## config.mk

```make
export PLATFORM = sky130hd
export DESIGN_NAME = rps_remote_player
export DESIGN_NICKNAME = d
export VERILOG_FILES = /design/src/rtl/rps_remote_player.sv
export SDC_FILE = /design/constraint.sdc
export NUM_CORES = 1
export LEC_CHECK = 0
export ABC_CLOCK_PERIOD_IN_PS = 3200
export CAP_MARGIN = 20
export CORE_ASPECT_RATIO = 1.25
export CORE_MARGIN = 4
export CORE_UTILIZATION = 25
export DETAILED_ROUTE_END_ITERATION = 12
export SETUP_SLACK_MARGIN = 0.1
export SLEW_MARGIN = 10
export SYNTH_ARGS = -nofsm -noshare
export SYNTH_HDL_FRONTEND = slang
export SYNTH_SLANG_ARGS = --single-unit
```

## constraint.sdc

```tcl
create_clock -name CLK -period 3.2 [get_ports CLK]
set_input_delay 0.64 -clock CLK [delete_from_list [all_inputs] [get_ports CLK]]
set_output_delay 0.64 -clock CLK [all_outputs]
set_load 0.1 [all_outputs]
```

## src/rtl/rps_remote_player.sv

```systemverilog
`default_nettype none
// ============================================================================
//  Module      : rps_remote_player
//  Description : Automated rock-paper-scissors opponent. Presses one of the
//                game's active-low choice lines for a fixed hold window,
//                watches the synchronized score bus for a stable code,
//                classifies the round and keeps saturating tallies.
//                Optional feature macro: RPS_LFSR_EN (random choice when
//                choice == 0, driven by a 16-bit Fibonacci LFSR).
//  Revision    : 1.0 - initial release
// ============================================================================
module rps_remote_player #(
    parameter int HOLD_CYCLES   = 1200000,
    parameter int SETTLE_CYCLES = 8,
    parameter int STABLE_CYCLES = 16,
    parameter int GAP_CYCLES    = 2400000,
    parameter int CNT_W         = 8
) (
    input  logic             CLK,
    input  logic             RST,
    input  logic             start,
    input  logic [1:0]       choice,
    output logic [2:0]       choice_n,
    input  logic [2:0]       score_in,
    output logic             busy,
    output logic             result_valid,
    output logic [1:0]       result,
    output logic [CNT_W-1:0] wins,
    output logic [CNT_W-1:0] losses,
    output logic [CNT_W-1:0] ties,
    output logic [CNT_W-1:0] errors
);

    // Shared timer covers both the hold and the gap windows.
    localparam int c_TMR_MAX = (HOLD_CYCLES > GAP_CYCLES) ? HOLD_CYCLES : GAP_CYCLES;
    localparam int c_TMR_W   = $clog2(c_TMR_MAX + 1);
    localparam int c_STB_W   = $clog2(STABLE_CYCLES + 1);

    localparam logic [c_TMR_W-1:0] c_HOLD_LAST = c_TMR_W'(HOLD_CYCLES - 1);
    localparam logic [c_TMR_W-1:0] c_GAP_LAST  = c_TMR_W'(GAP_CYCLES - 1);
    localparam logic [c_TMR_W-1:0] c_SETTLE    = c_TMR_W'(SETTLE_CYCLES);
    localparam logic [c_STB_W-1:0] c_STABLE    = c_STB_W'(STABLE_CYCLES);
    localparam logic [c_STB_W-1:0] c_STB_ONE   = c_STB_W'(1);
    localparam logic [CNT_W-1:0]   c_CNT_MAX   = {CNT_W{1'b1}};

    // Game score codes seen while a choice line is held.
    localparam logic [2:0] c_SCORE_WIN  = 3'b001;
    localparam logic [2:0] c_SCORE_LOSS = 3'b010;
    localparam logic [2:0] c_SCORE_TIE  = 3'b100;

    // Round result encoding.
    localparam logic [1:0] c_RES_ERR  = 2'd0;
    localparam logic [1:0] c_RES_WIN  = 2'd1;
    localparam logic [1:0] c_RES_LOSS = 2'd2;
    localparam logic [1:0] c_RES_TIE  = 2'd3;

    // FSM encoding.
    localparam logic [1:0] c_ST_IDLE    = 2'd0;
    localparam logic [1:0] c_ST_PRESS   = 2'd1;
    localparam logic [1:0] c_ST_RELEASE = 2'd2;

    logic [1:0]         r_state;
    logic [c_TMR_W-1:0] r_tmr;
    logic [c_STB_W-1:0] r_stab;
    logic [2:0]         r_sync1;
    logic [2:0]         r_s;
    logic [2:0]         r_s_prev;
    logic               r_start_q;
    logic [1:0]         r_choice;
    logic               r_result_valid;
    logic [1:0]         r_result;
    logic [CNT_W-1:0]   r_wins;
    logic [CNT_W-1:0]   r_losses;
    logic [CNT_W-1:0]   r_ties;
    logic [CNT_W-1:0]   r_errors;

    logic [1:0]         w_next_state;
    logic [c_TMR_W-1:0] w_tmr_next;
    logic [c_STB_W-1:0] w_stab_next;
    logic               w_start_rise;
    logic [1:0]         w_eff_choice;
    logic               w_launch;
    logic               w_finish;
    logic [1:0]         w_cls_result;

    assign w_start_rise = start & ~r_start_q;

`ifdef RPS_LFSR_EN
    logic [15:0] r_lfsr;
    logic        w_lfsr_fb;

    // Taps 16,14,13,11 in 1-based numbering.
    assign w_lfsr_fb = r_lfsr[15] ^ r_lfsr[13] ^ r_lfsr[12] ^ r_lfsr[10];

    // Free-running LFSR, advanced every cycle.
    always_ff @(posedge CLK) begin
        if (RST) begin
            r_lfsr <= 16'hACE1;
        end else begin
            r_lfsr <= {r_lfsr[14:0], w_lfsr_fb};
        end
    end

    // Choice 0 picks from the LFSR; a zero draw falls back to rock.
    always_comb begin
        w_eff_choice = choice;
        if (choice == 2'd0) begin
            w_eff_choice = (r_lfsr[1:0] == 2'd0) ? 2'd1 : r_lfsr[1:0];
        end
    end
`else
    // Without the LFSR a choice of 0 stays 0 and the start edge is ignored.
    always_comb begin
        w_eff_choice = choice;
    end
`endif

    // Classification of the synchronized score against the stability gate.
    always_comb begin
        w_cls_result = c_RES_ERR;
        if (r_stab == c_STABLE) begin
            case (r_s)
                c_SCORE_WIN:  w_cls_result = c_RES_WIN;
                c_SCORE_LOSS: w_cls_result = c_RES_LOSS;
                c_SCORE_TIE:  w_cls_result = c_RES_TIE;
                default:      w_cls_result = c_RES_ERR;
            endcase
        end
    end

    // Next-state, timer and stability-counter logic.
    always_comb begin
        w_next_state = r_state;
        w_tmr_next   = r_tmr;
        w_stab_next  = r_stab;
        w_launch     = 1'b0;
        w_finish     = 1'b0;
        case (r_state)
            c_ST_IDLE: begin
                w_tmr_next = '0;
                if (w_start_rise && (w_eff_choice != 2'd0)) begin
                    w_next_state = c_ST_PRESS;
                    w_launch     = 1'b1;
                    w_stab_next  = '0;
                end
            end
            c_ST_PRESS: begin
                if (r_tmr == c_HOLD_LAST) begin
                    w_next_state = c_ST_RELEASE;
                    w_tmr_next   = '0;
                    w_finish     = 1'b1;
                end else begin
                    w_tmr_next = r_tmr + 1'b1;
                end
                // Early samples are skipped to let the synchronizer and the
                // game's own latching catch up with the press.
                if (r_tmr >= c_SETTLE) begin
                    if (r_s == r_s_prev) begin
                        w_stab_next = (r_stab == c_STABLE) ? r_stab : r_stab + 1'b1;
                    end else begin
                        w_stab_next = c_STB_ONE;
                    end
                end
            end
            c_ST_RELEASE: begin
                if (r_tmr == c_GAP_LAST) begin
                    w_next_state = c_ST_IDLE;
                    w_tmr_next   = '0;
                end else begin
                    w_tmr_next = r_tmr + 1'b1;
                end
            end
            default: begin
                w_next_state = c_ST_IDLE;
                w_tmr_next   = '0;
            end
        endcase
    end

    // Choice line and busy decode from the current state.
    always_comb begin
        choice_n = 3'b111;
        if (r_state == c_ST_PRESS) begin
            case (r_choice)
                2'd1:    choice_n = 3'b110;
                2'd2:    choice_n = 3'b101;
                2'd3:    choice_n = 3'b011;
                default: choice_n = 3'b111;
            endcase
        end
    end

    assign busy = (r_state != c_ST_IDLE);

    // State, timers, synchronizer and start-edge registers.
    always_ff @(posedge CLK) begin
        if (RST) begin
            r_state   <= c_ST_IDLE;
            r_tmr     <= '0;
            r_stab    <= '0;
            r_sync1   <= '0;
            r_s       <= '0;
            r_s_prev  <= '0;
            r_start_q <= 1'b0;
            r_choice  <= 2'd0;
        end else begin
            r_state   <= w_next_state;
            r_tmr     <= w_tmr_next;
            r_stab    <= w_stab_next;
            r_sync1   <= score_in;
            r_s       <= r_sync1;
            r_s_prev  <= r_s;
            r_start_q <= start;
            if (w_launch) begin
                r_choice <= w_eff_choice;
            end
        end
    end

    // Result pulse and saturating tallies, updated as PRESS ends.
    always_ff @(posedge CLK) begin
        if (RST) begin
            r_result_valid <= 1'b0;
            r_result       <= c_RES_ERR;
            r_wins         <= '0;
            r_losses       <= '0;
            r_ties         <= '0;
            r_errors       <= '0;
        end else begin
            r_result_valid <= w_finish;
            if (w_finish) begin
                r_result <= w_cls_result;
                case (w_cls_result)
                    c_RES_WIN:  r_wins   <= (r_wins   == c_CNT_MAX) ? r_wins   : r_wins   + 1'b1;
                    c_RES_LOSS: r_losses <= (r_losses == c_CNT_MAX) ? r_losses : r_losses + 1'b1;
                    c_RES_TIE:  r_ties   <= (r_ties   == c_CNT_MAX) ? r_ties   : r_ties   + 1'b1;
                    default:    r_errors <= (r_errors == c_CNT_MAX) ? r_errors : r_errors + 1'b1;
                endcase
            end
        end
    end

    assign result_valid = r_result_valid;
    assign result       = r_result;
    assign wins         = r_wins;
    assign losses       = r_losses;
    assign ties         = r_ties;
    assign errors       = r_errors;

endmodule
`default_nettype wire

```

==> results by group <==
STA
  • Worst-margin pin slew: ~880 ps
  • Minimum clock period: ~2700 ps
  • Setup violations, final: 0
  • Final period util: 0.842
  • Max-slew headroom at the worst pin: 0.410
  • Peak Freq: 371 MHz
  • WHS: 439 ps
  • Pins over their slew limit: 0
  • Setup TNS: 0 ps
  • Unrepaired setup endpoints after global routing: no
  • Hold Vio Cnt, Final: 0
  • Clock Skews: 7.66 ps

Detailed routing
  • Antenna Nets Post-Route: 0
  • Drt total wl: 8780 um
  • DR pass1 iterations: 4
  • Vias: 3302
  • Avg Vias per Cell: 5.02
  • Routed wl met2: 4460 um
  • Top Layer Used: met4
  • Met3 wire length: approximately 420 um
  • DRC Markers: 0
  • Initial DRC count: 120
  • DR WL/cell: between 10 and 15 um
  • Met1 wire length: 3690 um

Hold path
  • Worst hold stages: 1
  • Worst Hold Launch: r_sync1[2]$_SDFF_PP0_
  • Min-delay worst type: register to register

Critical path
  • R2R cell count: 6
  • Crit Path Category: register to register
  • Largest stage delay, worst path: slightly above 500 ps
  • Reg-to-Reg Start: r_tmr[0]$_SDFF_PP0_
  • CP startpoint: r_tmr[0]$_SDFF_PP0_
  • Levels on crit path: 6
  • Crit path cell chain: ha_1, nand3_1, nor3_1, nand3_2, nor4_1, mux2_2
  • CP delay by family, top: simple AND/OR/NAND/NOR gates
  • WP data arrival: between 2000 and 3000 ps
  • Crit path max fanout: 26
  • Buf/Inv on CP: 0
  • Slowest-stage cell, CP: nand3_2
  • Crit path required time: between 3000 and 4000 ps
  • Crit end category: register
  • CP startpoint kind: register

Synth
  • Mean Syn Cell Area: 8.65 um^2
  • Mux share of post-synthesis cell area: 0.0231
  • Yosys warning total: 0
  • Prevailing post-synth register cell: dfxtp_1
  • Syn Inst Count: approximately 430
  • Largest family of logic cells by synthesized area: simple AND/OR/NAND/NOR gates
  • EDFF count, synth: 0
  • Asr flop ratio synth: 0
  • Simple-Gate Fraction of Synth Area: 0.308
  • Synth Area in Compound Gates: 0.126
  • Cell Area, Synth: 3730 um^2
  • Synth Register Bits: 76
  • Net Count, Synth: approximately 450
  • Post-synthesis sequential area ratio: 0.407
  • Synth unique cells: 55
  • Post-Synth Adder-Cell Area: 0.0369
  • Post-Synth XOR/XNOR Area: 0.0563

Clock tree
  • Post-CTS sizing: 0
  • Setup bufs post-CTS: 0
  • Clock root buffer: clkbuf_16
  • Clock tree buffer depth: 2
  • Htree depth: 3
  • CTS tree: built
  • Clock transition at path regs: 60 ps
  • Sink Count: 76
  • Worst-Skew Late Latency: between 300 and 400 ps
  • Hold_buf cts: 0
  • CTS buffer count: 9

Place
  • Gp weighted congestion: 0.895
  • Cells after DPL: about 640
  • Input/output buffers: 46
  • Detailed Place HPWL: 6300 um

Floorplanning
  • I/O pins: between 40 and 50
  • Die ar.: ~17000 um^2
  • Starting density of the core: 0.257
  • Die X: 117 um
  • Row cnt: 49
  • Die H: 145 um
  • Placeable Area: about 15000 um^2

Pwr
  • Net Switching: ~430 uW
  • P_leak: 1.54 nW
  • Combinational share of power: 0.046
  • Share of power burned in the clock network: 0.491
  • Reg power frac: 0.463
  • Int Power: approximately 1.7 mW
  • Peak supply drop: 0.260 mV
  • Switching part of the total power: 0.205
  • Power Density: 455 nW/um^2

Final layout
  • # diodes: 0
  • Most frequent cells in the layout: 76 x dfxtp_1, 44 x buf_4, 43 x nor2_1
  • Commonest non-fill, non-tap cell in the layout: dfxtp_1
  • Final std cells w/o fill: between 600 and 700
  • Synthesis-to-layout area growth: 22.6%
  • Post-layout util: 0.315
  • Fillers: 1472
  • Layout cells sized above 1: 0.146
  • # nets final: 495

GRT
  • Total GRT Usage: 0.102
  • Vias in the first global route: around 3000
  • Initial antenna violation count: 0
  • First-pass GRT wire length: 14400 um
  • Overflow after GRT: 0
  • Largest net degree at the start of global routing: 41

Outcome
  • Status: complete, no violations

Run
  • Max_cap viols: 0
[worst register-to-register path: cells and delay by family (launching register included)]
kind | cells | cell delay (ps)
fa+ha+maj | 1 | 240
mux | 1 | 370
flops | 1 | 410
simple gates | 4 | 1570
[sequential cells by signal (all words and copies together) (netlist names), 3 cells and up]
register	count
ties	8
r_sync1	3
errors	8
r_s	3
losses	8
r_stab	5
wins	8
r_s_prev	3
r_tmr	22
[cells in the mapped netlist, types with 2 or more instances]
library cell,count,area [um^2]
xor2_1,10,87.6
or3_1,14,87.6
or4_1,19,143
and4_1,3,26.3
xnor2_1,14,123
dfxtp_1,76,1520
nor2_1,43,161
nor4_1,7,43.8
a31oi_1,2,12.5
a21oi_1,35,175
clkbuf_1,13,48.8
nand4_1,14,87.6
ha_1,11,138
nand2_1,11,41.3
o31ai_1,12,90.1
nand3_1,31,155
buf_2,3,15.0
nor3_1,8,40.0
mux2_1,2,22.5
inv_1,20,75.1
and3_1,7,43.8
nand2b_1,5,31.3
mux2i_1,3,30.0
o21ai_0,19,95.1
nand3b_1,2,15.0
nor4_4,2,42.5
nor2b_1,16,100
mux2_2,3,33.8
[routing by layer]
| metal | global-route usage | vias up |
|---|---|---|
| li1 | - | 1659 |
| met4 | 0.0531 | 0 |
| met2 | 0.181 | 72 |
| met3 | 0.0284 | 13 |
| met1 | 0.113 | 1558 |
| met5 | 0 | - |
[through the flow]
stage	setup slack, ps	total power [mW]	instance area, um^2
6_report	506	2.08	4580
3_5_place_dp	526	1.08	4270
2_1_floorplan	629	1.05	3730
3_3_place_gp	615	1.08	4270
4_1_cts	511	2.11	4580
5_1_grt	149	2.16	4580
[final cells by class]
cell class | instances | area (um^2) | area share
inverters | 21 | 78.8 | 0.0172
multi-input cells | 317 | 2060 | 0.449
repair buffers | 51 | 395 | 0.0864
well taps | 178 | 223 | 0.0486
clock inverters | 1 | 30.0 | 0.00656
clock buffers | 14 | 274 | 0.0599
flip-flops and latches | 76 | 1520 | 0.332
[kinds of logic (layout without fill, tap and decap cells)]
| logic type | after synthesis | in the layout |
|---|---|---|
| compound gates | 79 | 79 |
| mux | 8 | 8 |
| xor+xnor | 24 | 24 |
| buf+inv | 39 | 87 |
| simple gates | 195 | 195 |
| flops | 76 | 76 |
| fa+ha+maj | 11 | 11 |
[power groups by stage]
stage	combinational, mW	clock [mW]	sequential (mW)
5_1_grt	0.105	1.09	0.965
2_1_floorplan	0.0693	0	0.982
6_report	0.0960	1.02	0.964
4_1_cts	0.0964	1.05	0.964
3_3_place_gp	0.0927	0	0.984
3_5_place_dp	0.0960	0	0.985
[final timing paths]
kind	endpoint	slack (ps)
worst min-delay path	r_s[2]$_SDFF_PP0_	440
worst min register to register	r_s[2]$_SDFF_PP0_	440
worst max register to register	losses[5]$_SDFFE_PP0P_	510
worst max-delay path	losses[5]$_SDFFE_PP0P_	510
Note: power is estimated with default switching activity, not from simulation.
